File: config.mk
export PLATFORM = sky130hd
export DESIGN_NAME = mult_hs_pipe
export DESIGN_NICKNAME = d
export VERILOG_FILES = /design/src/rtl/mult_hs_pkg.sv /design/src/rtl/mult_hs_fifo.sv /design/src/rtl/mult_hs_pipe.sv
export SDC_FILE = /design/constraint.sdc
export NUM_CORES = 1
export LEC_CHECK = 0
export ABC_CLOCK_PERIOD_IN_PS = 2550
export CAP_MARGIN = 10
export CELL_PAD_IN_SITES_DETAIL_PLACEMENT = 0
export CELL_PAD_IN_SITES_GLOBAL_PLACEMENT = 1
export CORE_MARGIN = 3
export CORE_UTILIZATION = 40
export DETAILED_ROUTE_END_ITERATION = 7
export PLACE_DENSITY = 0.67
export SLEW_MARGIN = 20
export SYNTH_ARGS = -nofsm -noshare
export SYNTH_HDL_FRONTEND = slang
export SYNTH_SLANG_ARGS = --single-unit
File: constraint.sdc
create_clock -name clk -period 2.55 [get_ports clk]
set_clock_uncertainty 0.2 [all_clocks]
set_input_delay 0.255 -clock clk [delete_from_list [all_inputs] [get_ports clk]]
set_output_delay 0.255 -clock clk [all_outputs]
set_load 0.05 [all_outputs]
File: src/rtl/mult_hs_pkg.sv
// mult_hs_pkg: shared types and sizing helpers for the pipelined handshake multiplier
package mult_hs_pkg;
  typedef enum logic {INIT, RUN} state_t;
  function automatic int cnt_w(input int depth);
    return $clog2(depth + 1);
  endfunction
endpackage

File: src/rtl/mult_hs_fifo.sv
// mult_hs_fifo: synchronous FIFO with async active-low reset, any DEPTH >= 2
module mult_hs_fifo import mult_hs_pkg::*; #(
  parameter int WIDTH = 33,
  parameter int DEPTH = 4
) (
  input  logic                      clk,
  input  logic                      rst,
  input  logic                      push,
  input  logic                      pop,
  input  logic [WIDTH-1:0]          din,
  output logic [WIDTH-1:0]          head,
  output logic [cnt_w(DEPTH)-1:0]   count
);
  localparam int PW = $clog2(DEPTH);
  localparam int CW = cnt_w(DEPTH);
  logic [WIDTH-1:0] r_mem [DEPTH];
  logic [PW-1:0] r_wp, r_rp;
  logic [CW-1:0] r_cnt;
  function automatic logic [PW-1:0] nxt(input logic [PW-1:0] p);
    return p == PW'(DEPTH - 1) ? '0 : p + 1'b1;
  endfunction
  always_ff @(posedge clk or negedge rst)
    if (!rst) begin
      r_wp  <= '0;
      r_rp  <= '0;
      r_cnt <= '0;
    end else begin
      if (push) r_wp <= nxt(r_wp);
      if (pop) r_rp <= nxt(r_rp);
      r_cnt <= r_cnt + CW'(push) - CW'(pop);
    end
  always_ff @(posedge clk)
    if (push) r_mem[r_wp] <= din;
  assign head  = r_mem[r_rp];
  assign count = r_cnt;
`ifndef SYNTHESIS
  always @(posedge clk)
    if (rst) begin
      assert (r_cnt <= CW'(DEPTH)) else $error("fifo count above depth");
      assert (!(push && !pop && r_cnt == CW'(DEPTH))) else $error("fifo write when full");
      assert (!(pop && r_cnt == '0)) else $error("fifo pop when empty");
    end
`endif
endmodule

File: src/rtl/mult_hs_pipe.sv
// mult_hs_pipe: pipelined W x W multiplier with credit-based valid/ready and output FIFO
// Optional MULT_HS_STATS_EN adds stat_acc/stat_done/stat_bp counters and trace prints.
module mult_hs_pipe import mult_hs_pkg::*; #(
  parameter int W     = 16,
  parameter int LAT   = 2,
  parameter int DEPTH = 4
) (
  input  logic                    clk,
  input  logic                    rst,
  input  logic                    in_valid,
  output logic                    in_ready,
  input  logic [W-1:0]            in_a,
  input  logic [W-1:0]            in_b,
  input  logic                    in_signed,
  output logic                    out_valid,
  input  logic                    out_ready,
  output logic [2*W-1:0]          out_data,
  output logic                    out_signed,
  output logic [cnt_w(DEPTH)-1:0] count
`ifdef MULT_HS_STATS_EN
  ,
  output logic [31:0]             stat_acc,
  output logic [31:0]             stat_done,
  output logic [31:0]             stat_bp
`endif
);
  typedef struct packed {
    logic [2*W-1:0] data;
    logic           sgn;
  } res_t;
  localparam int SW = cnt_w(DEPTH + LAT);
  state_t r_state, w_state_nxt;
  logic [LAT-1:0] r_v;
  res_t r_pipe [LAT];
  res_t w_prod, w_head;
  logic [2*W-1:0] w_ax, w_bx;
  logic [SW-1:0] w_inflight;
  logic w_acc, w_pop;
  always_ff @(posedge clk or negedge rst)
    if (!rst) r_state <= INIT;
    else r_state <= w_state_nxt;
  always_comb w_state_nxt = r_state == INIT ? RUN : r_state;
  // Extending both operands to 2W and keeping the low 2W bits gives the exact signed product.
  assign w_ax   = {{W{in_signed & in_a[W-1]}}, in_a};
  assign w_bx   = {{W{in_signed & in_b[W-1]}}, in_b};
  assign w_prod = '{data: w_ax * w_bx, sgn: in_signed};
  always_comb begin
    w_inflight = '0;
    for (int i = 0; i < LAT; i++) w_inflight += SW'(r_v[i]);
  end
  // Credits count both buffered and in-flight results, so a push always finds room.
  assign in_ready  = r_state == RUN && (SW'(count) + w_inflight < SW'(DEPTH));
  assign w_acc     = in_valid && in_ready;
  assign out_valid = count != '0;
  assign w_pop     = out_valid && out_ready;
  assign {out_data, out_signed} = out_valid ? w_head : '0;
  always_ff @(posedge clk or negedge rst)
    if (!rst) r_v <= '0;
    else begin
      r_v[0] <= w_acc;
      for (int i = 1; i < LAT; i++) r_v[i] <= r_v[i-1];
    end
  always_ff @(posedge clk) begin
    r_pipe[0] <= w_prod;
    for (int i = 1; i < LAT; i++) r_pipe[i] <= r_pipe[i-1];
  end
  mult_hs_fifo #(.WIDTH($bits(res_t)), .DEPTH(DEPTH)) u_fifo (
    .clk   (clk),
    .rst   (rst),
    .push  (r_v[LAT-1]),
    .pop   (w_pop),
    .din   (r_pipe[LAT-1]),
    .head  (w_head),
    .count (count)
  );
`ifdef MULT_HS_STATS_EN
  always_ff @(posedge clk or negedge rst)
    if (!rst) begin
      stat_acc  <= '0;
      stat_done <= '0;
      stat_bp   <= '0;
    end else begin
      stat_acc  <= stat_acc + 32'(w_acc && stat_acc != '1);
      stat_done <= stat_done + 32'(w_pop && stat_done != '1);
      stat_bp   <= stat_bp + 32'(out_valid && !out_ready && stat_bp != '1);
    end
  always @(posedge clk)
    if (rst) begin
      if (w_acc) $display("mult_hs_pipe accept a=%0d b=%0d a=%b b=%b signed=%0b", in_a, in_b, in_a, in_b, in_signed);
      if (w_pop) $display("mult_hs_pipe pop product=%0d product=%b signed=%0b", out_data, out_data, out_signed);
    end
`endif
endmodule
# [After elaboration in Yosys (flattened, before gate mapping)]
# Memories as Yosys holds them, arrays and structs flattened.
# Cells that the tools add are included.
[classes] n_addsub=6 n_mul=1 order_cmp=1 eq_ne=2 muxes=5 bitwise=2 reduce_logical=4
[op_table] operator="$mux 33" n=1
[op_table] operator="$mul 17x17->32" n=1
[op_table] operator="$add 2x1->2 const B" n=2
[op_table] operator="$eq 2x2->1 const B" n=2
[op_table] operator="$mux 2" n=2
[op_table] operator="$add 3x1->3" n=1
[op_table] operator="$add 3x2->3" n=1
[op_table] operator="$logic_and 1x1->1" n=3
[op_table] operator="$lt 3x3->1 const B" n=1
[op_table] operator="$reduce_bool 3->1" n=1
[op_table] operator="$sub 3x1->3" n=1
[op_table] operator="$add 1x1->2" n=1
[op_table] operator="$and 1x1->1" n=2
[op_table] operator="$mux 1" n=2
[word_totals] ff_bits=10 mem_bits_rw=198 n_memories=2
[memory_table] name="u_fifo.r_mem" depth=4 width=33 read_ports=1 rd_ports_with_merged_regs=0 wr=1 line_no="mult_hs_fifo.sv:16" rtl="logic [WIDTH-1:0] r_mem [DEPTH];"
[memory_table] name="r_pipe" depth=2 width=33 read_ports=2 rd_ports_with_merged_regs=0 wr=2 line_no="mult_hs_pipe.sv:34" rtl="res_t r_pipe [LAT];"

# [Logic depth before layout (Yosys ltp)]
# Gate-level depths: netlist of the first run.
[logic_depth] depth_word=5 depth_mapped=22 mapped_depth_nobuf=21

# [Modules after synthesis]
# From an unflattened synthesis of the first run, not the netlist that was laid out.
[unflattened] cells_unflattened=1504 area_unflattened_um2=17496.8
[modules_own_cells] module="mult_hs_pipe" n_inst=1 cells_each=1297 area_per_inst_um2=12283.0 seq_area_each_um2=1396.3
[modules_own_cells] module="mult_hs_fifo" n_inst=1 cells_each=207 area_per_inst_um2=5213.8 seq_area_each_um2=4139.0

# [Worst setup path after synthesis of the first run]
# OpenSTA, ideal clock, no wires.
[synth_timing] path_type="input to register" start="input in_signed" end="memory r_pipe[0][31] (netlist name)" setup_time_ns=0.062 arrival_time_ns=5.666 path_slack_ns=-3.378 stages=22 cell_sequence="and2_1 clkbuf_1 nand2_1 inv_1 fa_1 fa_1 inv_1 fa_1 inv_1 fa_1 fa_1 inv_1 fa_1 inv_1 ha_1 and2_4 nand4_4 or3b_4 o311ai_4 a41oi_2 or4_1 nand3_1"
[synth_lines] element="from (decl)" line_no="mult_hs_pipe.sv:14" rtl="input logic in_signed,"
[synth_lines] element="to (decl)" line_no="mult_hs_pipe.sv:34"

==> summary.txt, run 1 <==
Status
  • Status: finished, violations left
  • Violations in the final reports: setup timing

Synth
  • Synth Area in Adders: 39.1%
  • Post-synthesis xor/xnor area fraction: under 10%
  • Synth Area in Simple Gates: between 10% and 20%
  • Post-synthesis mux area share: under 10%
  • Main flop type after synthesis: edfxtp_1
  • Sequential fraction of the synthesis area: about a third
  • Syn Area/Cell: 11.7 sq um
  • Synth unique cells: between 50 and 60
  • Most frequent cell after synthesis: inv_1
  • Largest family of logic cells by synthesized area: adder cells
  • Async SR Flop Fraction: under 10%
  • Post-synth EDFFs: 132
  • Mapped Area: 0.0174 sq mm
  • Top cell type's share of synthesized area: approximately 33%
  • Synth Net Count: 1891
  • Post-synth top area cell: fa_1
  • Ys Warns: 0
  • Commonest cells post-synth: inv_1 (306), fa_1 (283), and2_1 (180), nand2_1 (143), edfxtp_1 (132)
  • Synth top area cells: fa_1 (33%), edfxtp_1 (23%), dfxtp_1 (7.6%)
  • Post-Syn Instances: between 1000 and 1500
  • #FFs+latches synth: approximately 210
  • Synth Area in Compound Gates: approximately 3%

Setup path
  • Worst setup EP type: flop
  • Most frequent CP cell: fa_1
  • Crit path max fanout: 5
  • Worst path slowest cell: fa_1
  • Max incr delay on CP: 590 ps
  • Crit path kind: primary input to flop
  • Critical path, cell by cell: buf_8 > buf_8 > and3_4 > fa_1 > inv_2 > buf_4 > fa_1 > inv_2 > fa_1 > fa_1 > fa_1 > inv_1 > fa_1 > inv_2 > ha_4 > nand4_4 > or3b_4 > o311ai_4 > a41oi_2 > buf_4 > o21bai_1 > xor2_1
  • CP bufs+invs: 8
  • Data arrival time of the worst path: between 5000 and 6000 ps
  • Worst reg2reg setup slack: about 140 ps
  • Startpoint types: primary input
  • CP required: about 2800 ps
  • CP delay by family, top: adder cells

STA
  • Max frequency: between 150 and 200 MHz
  • Worst Tran Pin Value: approximately 530 ps
  • RSZ-0062 raised after global routing: yes
  • Max Transition Viols Final: 0
  • Final worst path period share: 210%
  • Final hold vios: 0
  • Min setup slack post-route: -2810 ps
  • Tmin final: between 5000 and 6000 ps
  • Final Setup Violations: 28
  • Slew headroom: between 60% and 70%

Clocking
  • Worst skew pair latency: 470 ps
  • CTS sink cnt: about 210
  • Num CTS Buffers: 19
  • Clock Path Buffers: 3
  • H-tree Lvls: 1
  • Root Buffer: clkbuf_16
  • Reg clk slew, reported paths: around 70 ps
  • TritonCTS clock tree: yes

Final layout
  • Nets: 2209
  • Fin cells: about 2400
  • Share of cells above drive strength 1: 36.9%
  • Area Overhead vs Synth: 34.2%
  • Diode count: 0
  • Number of fill cells: between 3000 and 4000

Floorplanning
  • IO Count: between 70 and 80
  • Die Y: between 200 and 250 um
  • Core area: around 0.042 sq mm
  • Die area: between 0.04 and 0.05 sq mm
  • Initial Util: 40.9%
  • Num rows: 75
  • Die W: 214 um

Place
  • Dpl ws: -3890 ps
  • DP HPWL: between 30000 and 40000 um
  • Placed instance count: ~2300
  • Placer congestion estimate: 0.839
  • Port Buf Inserts: 74

Global route
  • First-pass GRT wire length: between 60000 and 70000 um
  • GRT Total Usage: 17.6%
  • Initial antenna violation count: 0
  • Grt total ovfl: 0
  • Vias in the first global route: around 13000
  • Largest net degree at the start of global routing: 36

Routing
  • Detailed Route Iter0 Violations: 446
  • DR pass1 iterations: 4
  • Antenna-violating nets left: 0
  • Via count: about 11000
  • DRC Markers: 0
  • Vias/cell: 4.68
  • WL final: a little under 40000 um
  • WL per Instance: between 15 and 20 um

Min path
  • Hold Crit Class: flop to flop

Run
  • Maximum capacitance violations: 0
path summary, 6_finish.rpt:
| check | cells after the start | endpoint | from |
|---|---|---|---|
| min in group asynchronous | 2 | u_fifo.count[1] | rst |
| worst min register to register | 0 | r_pipe[0][42] | r_pipe[0][9] |
| worst min-delay path | 0 | r_pipe[0][42] | r_pipe[0][9] |
| max in group asynchronous | 2 | u_fifo.count[0] | rst |
| worst max-delay path | 22 | r_pipe[0][29] | in_a[15] |
| worst max register to register | 10 | u_fifo.count[2] | u_fifo.count[0] |
state kept, by name, summed over array words and instances (netlist names):
signal	cells
r_state	1
r_pipe	66
r_v	2
u_fifo.count	3
u_fifo.r_mem	132
u_fifo.r_wp	2
u_fifo.r_rp	2
cell families (layout without fill, tap and decap cells):
family / after synthesis / in the layout
mux: 37 / 37
fa+ha+maj: 373 / 373
compound gates: 71 / 71
xor+xnor: 39 / 39
flops: 208 / 208
other cells: 1 / 1
buf+inv: 356 / 686
simple gates: 396 / 396
cell type report:
class	count	area, sq um	area share (%)
sequential	208	5540	23.8
inverter	306	1150	4.95
clock inverter	5	55.1	0.236
timing repair buffer	347	3670	15.7
tap	577	722	3.10
multi-input combinational	917	11500	49.5
clock buffer	28	636	2.73
stage by stage:
step | setup TNS (ps) | util (%) | instance area, sq um | hold slack (ps)
6_report | -59810 | 55.0 | 23300 | 121
5_1_grt | -63750 | 55.0 | 23300 | 129
4_1_cts | -62110 | 54.0 | 22900 | 120
3_5_place_dp | -86580 | 49.5 | 21000 | 112
3_3_place_gp | -85620 | 49.5 | 21000 | 111
2_1_floorplan | -59960 | - | 18200 | -241
metal layers:
| metal | vias to the layer above | GRT usage [%] | part of all wire, % |
|---|---|---|---|
| met1 | 5736 | 24.0 | 45 |
| met3 | 35 | 1.12 | 2.8 |
| met5 | - | 0 | 0 |
| met2 | 172 | 31.5 | 51 |
| met4 | 0 | 3.37 | 1.7 |
| li1 | 5232 | - | - |
cell usage in the layout, fill, tap and decap left out, drive strengths merged, types with 6 or more instances in the layout:
master	netlist	routed
o21ai	14	14
inv	306	308
dfrtp	10	10
clkbuf	46	33
a21o	6	6
dfxtp	66	66
mux4	33	33
or2	7	7
and2	181	181
xor2	6	6
nor2	29	29
ha	90	90
fa	283	283
nor3	7	7
o21a	6	6
and3	8	8
buf	4	332
clkdlybuf4s50	0	6
nand2	143	143
a21oi	19	19
edfxtp	132	132
xnor2	33	33
what timing repair did:
| action | in CTS | in global routing |
|---|---|---|
| hold endpoints to repair | 11 | 0 |
| gates cloned | 4 | 1 |
| gates resized for setup | 322 | 137 |
| pin swaps | 128 | 104 |
| setup buffers | 62 | 27 |
| hold buffers | 2 | 0 |
| setup endpoints to repair | 57 | 44 |
Power of run 1 is left out: the tool's default activity adds up to more than one toggle a clock period on the data nets, which glitch-free logic cannot reach.
==> run 2, diff against run 1 <==
--- a/config.mk
+++ b/config.mk
@@ -13,7 +13,9 @@
 export CORE_UTILIZATION = 40
 export DETAILED_ROUTE_END_ITERATION = 7
 export PLACE_DENSITY = 0.67
+export SKIP_CTS_REPAIR_TIMING = 1
 export SLEW_MARGIN = 20
 export SYNTH_ARGS = -nofsm -noshare
 export SYNTH_HDL_FRONTEND = slang
+export SYNTH_HIERARCHICAL = 1
 export SYNTH_SLANG_ARGS = --single-unit
==> summary.txt, run 2 <==
Status
  • Status: finished, violations left
  • Violations in the final reports: setup timing

Synth
  • Post-synth EDFFs: 132
  • Synth Net Count: between 1500 and 2000
  • Post-synth top area cell: fa_1
  • Synth top area cells: fa_1 (32%), edfxtp_1 (23%), dfxtp_1 (7.6%)
  • Sequential fraction of the synthesis area: roughly a third
  • Post-Syn Instances: 1504
  • Syn Area/Cell: roughly 12 sq um
  • Main flop type after synthesis: edfxtp_1
  • Commonest cells post-synth: inv_1 (326), fa_1 (283), nand2_1 (147), and2_1 (139), edfxtp_1 (132)
  • Most frequent cell after synthesis: inv_1
  • Ys Warns: 6
  • Top cell type's share of synthesized area: between 30% and 40%
  • Mapped Area: roughly 0.017 sq mm
  • Async SR Flop Fraction: 4.81%
  • #FFs+latches synth: 208
  • Synth unique cells: 50

STA
  • Max Transition Viols Final: 0
  • TNS Setup: -60440 ps
  • Final worst path period share: 212%
  • Final hold vios: 0
  • Min setup slack post-route: -2870 ps
  • Hold_ws: approximately 95 ps
  • Tmin final: around 5400 ps
  • Slew headroom: ~65%
  • Worst Tran Pin Value: approximately 520 ps
  • RSZ-0062 raised after global routing: yes
  • Max frequency: ~180 MHz
  • Final Setup Violations: 29

Setup path
  • Worst setup EP type: flop
  • Crit path max fanout: 5
  • Data arrival time of the worst path: between 5000 and 6000 ps
  • Crit path kind: primary input to flop
  • Startpoint types: primary input
  • CP required: between 2000 and 3000 ps

Place
  • Dpl ws: -3910 ps
  • Placer congestion estimate: ~0.85
  • Port Buf Inserts: 74
  • DP HPWL: approximately 31000 um

Final layout
  • Diode count: 0
  • Max FFs per register: around 130
  • Share of cells above drive strength 1: between 20% and 30%
  • Commonest non-fill, non-tap cell in the layout: inv_1
  • Area Overhead vs Synth: 27.8%
  • Biggest register: u_fifo/r_mem
  • Nets: about 2200
  • Most frequent cells in the layout: inv_1 (290), fa_1 (261), buf_4 (153)

Floorplanning
  • Die area: 0.0463 sq mm
  • Num rows: 75
  • Die Y: between 200 and 250 um
  • Core area: ~0.043 sq mm
  • Die W: around 220 um
  • IO Count: between 70 and 80
  • Initial Util: 41.1%

Global route
  • Largest net degree at the start of global routing: 37
  • First-pass GRT wire length: a little over 60000 um
  • Initial antenna violation count: 0
  • Grt total ovfl: 0
  • GRT Total Usage: roughly 17%
  • Vias in the first global route: about 12000

Routing
  • WL final: 38500 um
  • Via count: about 11000
  • WL per Instance: 16.4 um
  • Detailed Route Iter0 Violations: 407
  • DRC Markers: 0
  • DR pass1 iterations: 5
  • Vias/cell: 4.63
  • Antenna-violating nets left: 0

Clocking
  • Worst skew pair latency: 480 ps
  • TritonCTS clock tree: yes
  • Clock Path Buffers: 3
  • Reg clk slew, reported paths: approximately 60 ps
  • CTS sink cnt: roughly 210
  • Root Buffer: clkbuf_16
  • H-tree Lvls: 1
  • Num CTS Buffers: 19

Run
  • Maximum capacitance violations: 0

Min path
  • Hold Crit Class: primary input to flop
[run 2: final cells by class]
class	instances	area, sq um
clock inverter	10	109
tap	577	722
multi-input combinational	919	11300
fill	3762	20200
clock buffer	24	504
sequential	208	5540
inverter	326	1220
timing repair buffer	292	2970
[run 2: logic make-up (layout without fill, tap and decap cells)]
family / count (synthesis) / count (layout) / synth area share [%]
flip-flops: 208 / 208 / 31.6
XOR/XNOR: 42 / 42 / 2.10
multiplexers: 35 / 35 / 4.48
AND/OR/NAND/NOR: 384 / 384 / 11.2
adder cells (fa/ha/maj): 373 / 373 / 38.8
other: 1 / 1 / 0.0214
buffers and inverters: 377 / 652 / 8.45
AO/OA/AOI/OAI: 84 / 84 / 3.26
[run 2: metrics by stage]
step	std cells	instance area [sq um]	utilization, %
6_report	2356	22400	52.5
5_1_grt	2356	22400	52.5
4_1_cts	2314	21300	50.1
3_5_place_dp	2280	20700	48.6
3_3_place_gp	2280	20700	48.6
2_1_floorplan	1504	18200	-
[run 2: critical path, stage by stage]
cell and delay, ps:
buf_6 90, buf_6 120, or2_4 230, fa_1 470
fa_1 550, inv_2 40, fa_1 540, fa_1 440
fa_1 520, inv_2 40, fa_1 510, inv_2 50
ha_4 290, nand4_4 120, a2111oi_4 300, o21ai_2 110
a211o_1 350, o31a_1 350, nand3_1 100, o311ai_2 90
[run 2: layer usage]
layer / share of wire [%] / up-vias / track usage [%]
met5: 0 / - / 0
met4: 1.3 / 0 / 2.36
met3: 3.3 / 32 / 1.57
met2: 49 / 165 / 28.9
met1: 46 / 5539 / 23.1
li1: - / 5161 / -
[run 2: final timing paths]
kind	startpoint	end	slack (ps)	cells after the start
hold reg to reg	r_pipe[0][8]	r_pipe[0][41]	120	0
min in group asynchronous	rst	u_fifo/count[2]	440	2
setup reg to reg	u_fifo/count[1]	u_fifo/count[2]	320	9
max in group asynchronous	rst	u_fifo/r_rp[0]	1360	2
setup / recovery	in_a[0]	r_pipe[0][30]	-2870	20
hold / removal	in_b[0]	r_pipe[0][1]	100	3
Power of run 2 is left out for the same reason.
==> run 3, diff against run 2 <==
--- a/config.mk
+++ b/config.mk
@@ -14,8 +14,9 @@
 export DETAILED_ROUTE_END_ITERATION = 7
 export PLACE_DENSITY = 0.67
 export SKIP_CTS_REPAIR_TIMING = 1
-export SLEW_MARGIN = 20
+export SLEW_MARGIN = 40
 export SYNTH_ARGS = -nofsm -noshare
 export SYNTH_HDL_FRONTEND = slang
 export SYNTH_HIERARCHICAL = 1
 export SYNTH_SLANG_ARGS = --single-unit
+export TNS_END_PERCENT = 1
==> summary.txt, run 3 (synthesis results as in run 2) <==
Setup path
  • CP endpoint: r_pipe[0][30]
  • CP startpoint: in_b[12]
  • Critical path, cell by cell: clkdlybuf4s50_1 > buf_4 > and2_1 > fa_1 > fa_1 > inv_1 > fa_1 > inv_1 > fa_2 > fa_1 > inv_1 > fa_1 > inv_2 > ha_4 > nand4_4 > buf_4 > o22ai_1 > nor2_1 > a211o_1 > o31a_1 > o311ai_2
  • FF-to-FF Start: u_fifo/count[1]
  • Crit path max fanout: 16
  • Data arrival time of the worst path: about 6000 ps
  • Crit path kind: primary input to flop
  • CP required: around 2700 ps
  • Reg-to-Reg End: u_fifo/count[2]
  • R2R cell count: 9
  • Max incr delay on CP: around 530 ps
  • Worst setup EP type: flop
  • Worst path slowest cell: fa_1
  • Most frequent CP cell: fa_1
  • Startpoint types: primary input
  • Worst reg2reg setup slack: roughly 260 ps

Global route
  • Grt total ovfl: 0
  • First-pass GRT wire length: approximately 62000 um
  • GRT Total Usage: about 16%
  • Vias in the first global route: roughly 12000
  • Initial antenna violation count: 0
  • Largest net degree at the start of global routing: 36

STA
  • Worst Tran Pin Value: around 520 ps
  • Max frequency: around 170 MHz
  • Min setup slack post-route: -3170 ps
  • Final worst path period share: 224%
  • Tmin final: around 5700 ps
  • Final Setup Violations: 36
  • RSZ-0062 raised after global routing: yes
  • Max Transition Viols Final: 0
  • Hold_ws: 43.9 ps
  • Final hold vios: 0
  • Slew headroom: around two thirds
  • TNS Setup: -72310 ps

Final layout
  • Number of fill cells: about 3900
  • Share of cells above drive strength 1: approximately a fifth
  • Register area: between 0.005 and 0.006 sq mm
  • Nets: about 2100
  • Most frequent cells in the layout: inv_1 (323), fa_1 (278), buf_4 (176)
  • Max FFs per register: between 100 and 150
  • Diode count: 0
  • Biggest register: u_fifo/r_mem
  • Commonest non-fill, non-tap cell in the layout: inv_1
  • Area of the multi-input gates: about 0.011 sq mm
  • Area Overhead vs Synth: 22.2%

Floorplanning
  • Num rows: 75
  • Die area: 0.0463 sq mm
  • Initial Util: just over 40%
  • Die Y: about 220 um
  • Core area: 0.0426 sq mm
  • Die W: 215 um
  • IO Count: 75

Routing
  • Vias/cell: approximately 4.6
  • WL final: ~36000 um
  • Detailed Route Iter0 Violations: 350
  • DR pass1 iterations: 5
  • Via count: around 11000
  • Antenna-violating nets left: 0
  • DRC Markers: 0
  • WL per Instance: 15.7 um

Status
  • Violations in the final reports: setup timing
  • Status: finished, violations left

Place
  • Port Buf Inserts: 74
  • DP HPWL: ~31000 um
  • Placer congestion estimate: a little under 0.9

Run
  • Maximum capacitance violations: 0

Clocking
  • Worst skew pair latency: approximately 460 ps
  • H-tree Lvls: 1
  • TritonCTS clock tree: yes
  • Num CTS Buffers: 19
  • Reg clk slew, reported paths: approximately 60 ps
  • CTS sink cnt: 208
  • Root Buffer: clkbuf_16
  • Clock Path Buffers: 3

Min path
  • Hold Startpoint: in_signed
  • Hold Crit Class: primary input to flop
## run 3: metrics by stage
| stage | cell area (sq um) | util (%) | setup WS [ps] | std cells |
|---|---|---|---|---|
| after detailed placement | 20500 | 48.2 | -3860 | 2285 |
| after global routing | 21400 | 50.2 | -3390 | 2321 |
| final | 21400 | 50.2 | -3170 | 2321 |
| after global placement | 20500 | 48.2 | -3820 | 2285 |
| after CTS | 21100 | 49.6 | -3380 | 2317 |
| after floorplan | 17700 | - | -3000 | 1504 |
## run 3: per-layer routing
metal | track usage [%] | part of all wire (%) | routed length, um | vias to the layer above
li1 | - | - | - | 5091
met1 | 23.0 | 47 | 17100 | 5402
met2 | 28.3 | 48 | 17500 | 169
met3 | 1.54 | 3.5 | 1260 | 35
met4 | 3.06 | 1.3 | 490 | 0
met5 | 0 | 0 | 0 | -
## run 3: worst min-delay path by stage
stage                          to  slack [ps]  depth (start not counted)
floorplan                 r_state        -240                          0
global placement    r_pipe[0][42]         110                          0
detailed placement  r_pipe[0][53]         110                          0
CTS                        r_v[1]         -80                          1
global route         r_pipe[0][0]          50                          2
finish               r_pipe[0][0]          40                          2
## run 3: final cells by class
type,count,area share [%]
multi-input cells,919,50.3
flip-flops and latches,208,25.9
repair buffers,259,11.9
inverters,326,5.72
well taps,577,3.38
clock buffers,25,2.52
clock inverters,7,0.316
## run 3: worst max-delay path, delay by kind of cell
kind | cells | cell delay [ps]
buffers and inverters | 7 | 1100
and+or+nand+nor | 3 | 350
AOI/OAI and AO/OA | 4 | 1050
adders and majority gates | 7 | 3130
Power of run 3 is left out for the same reason.
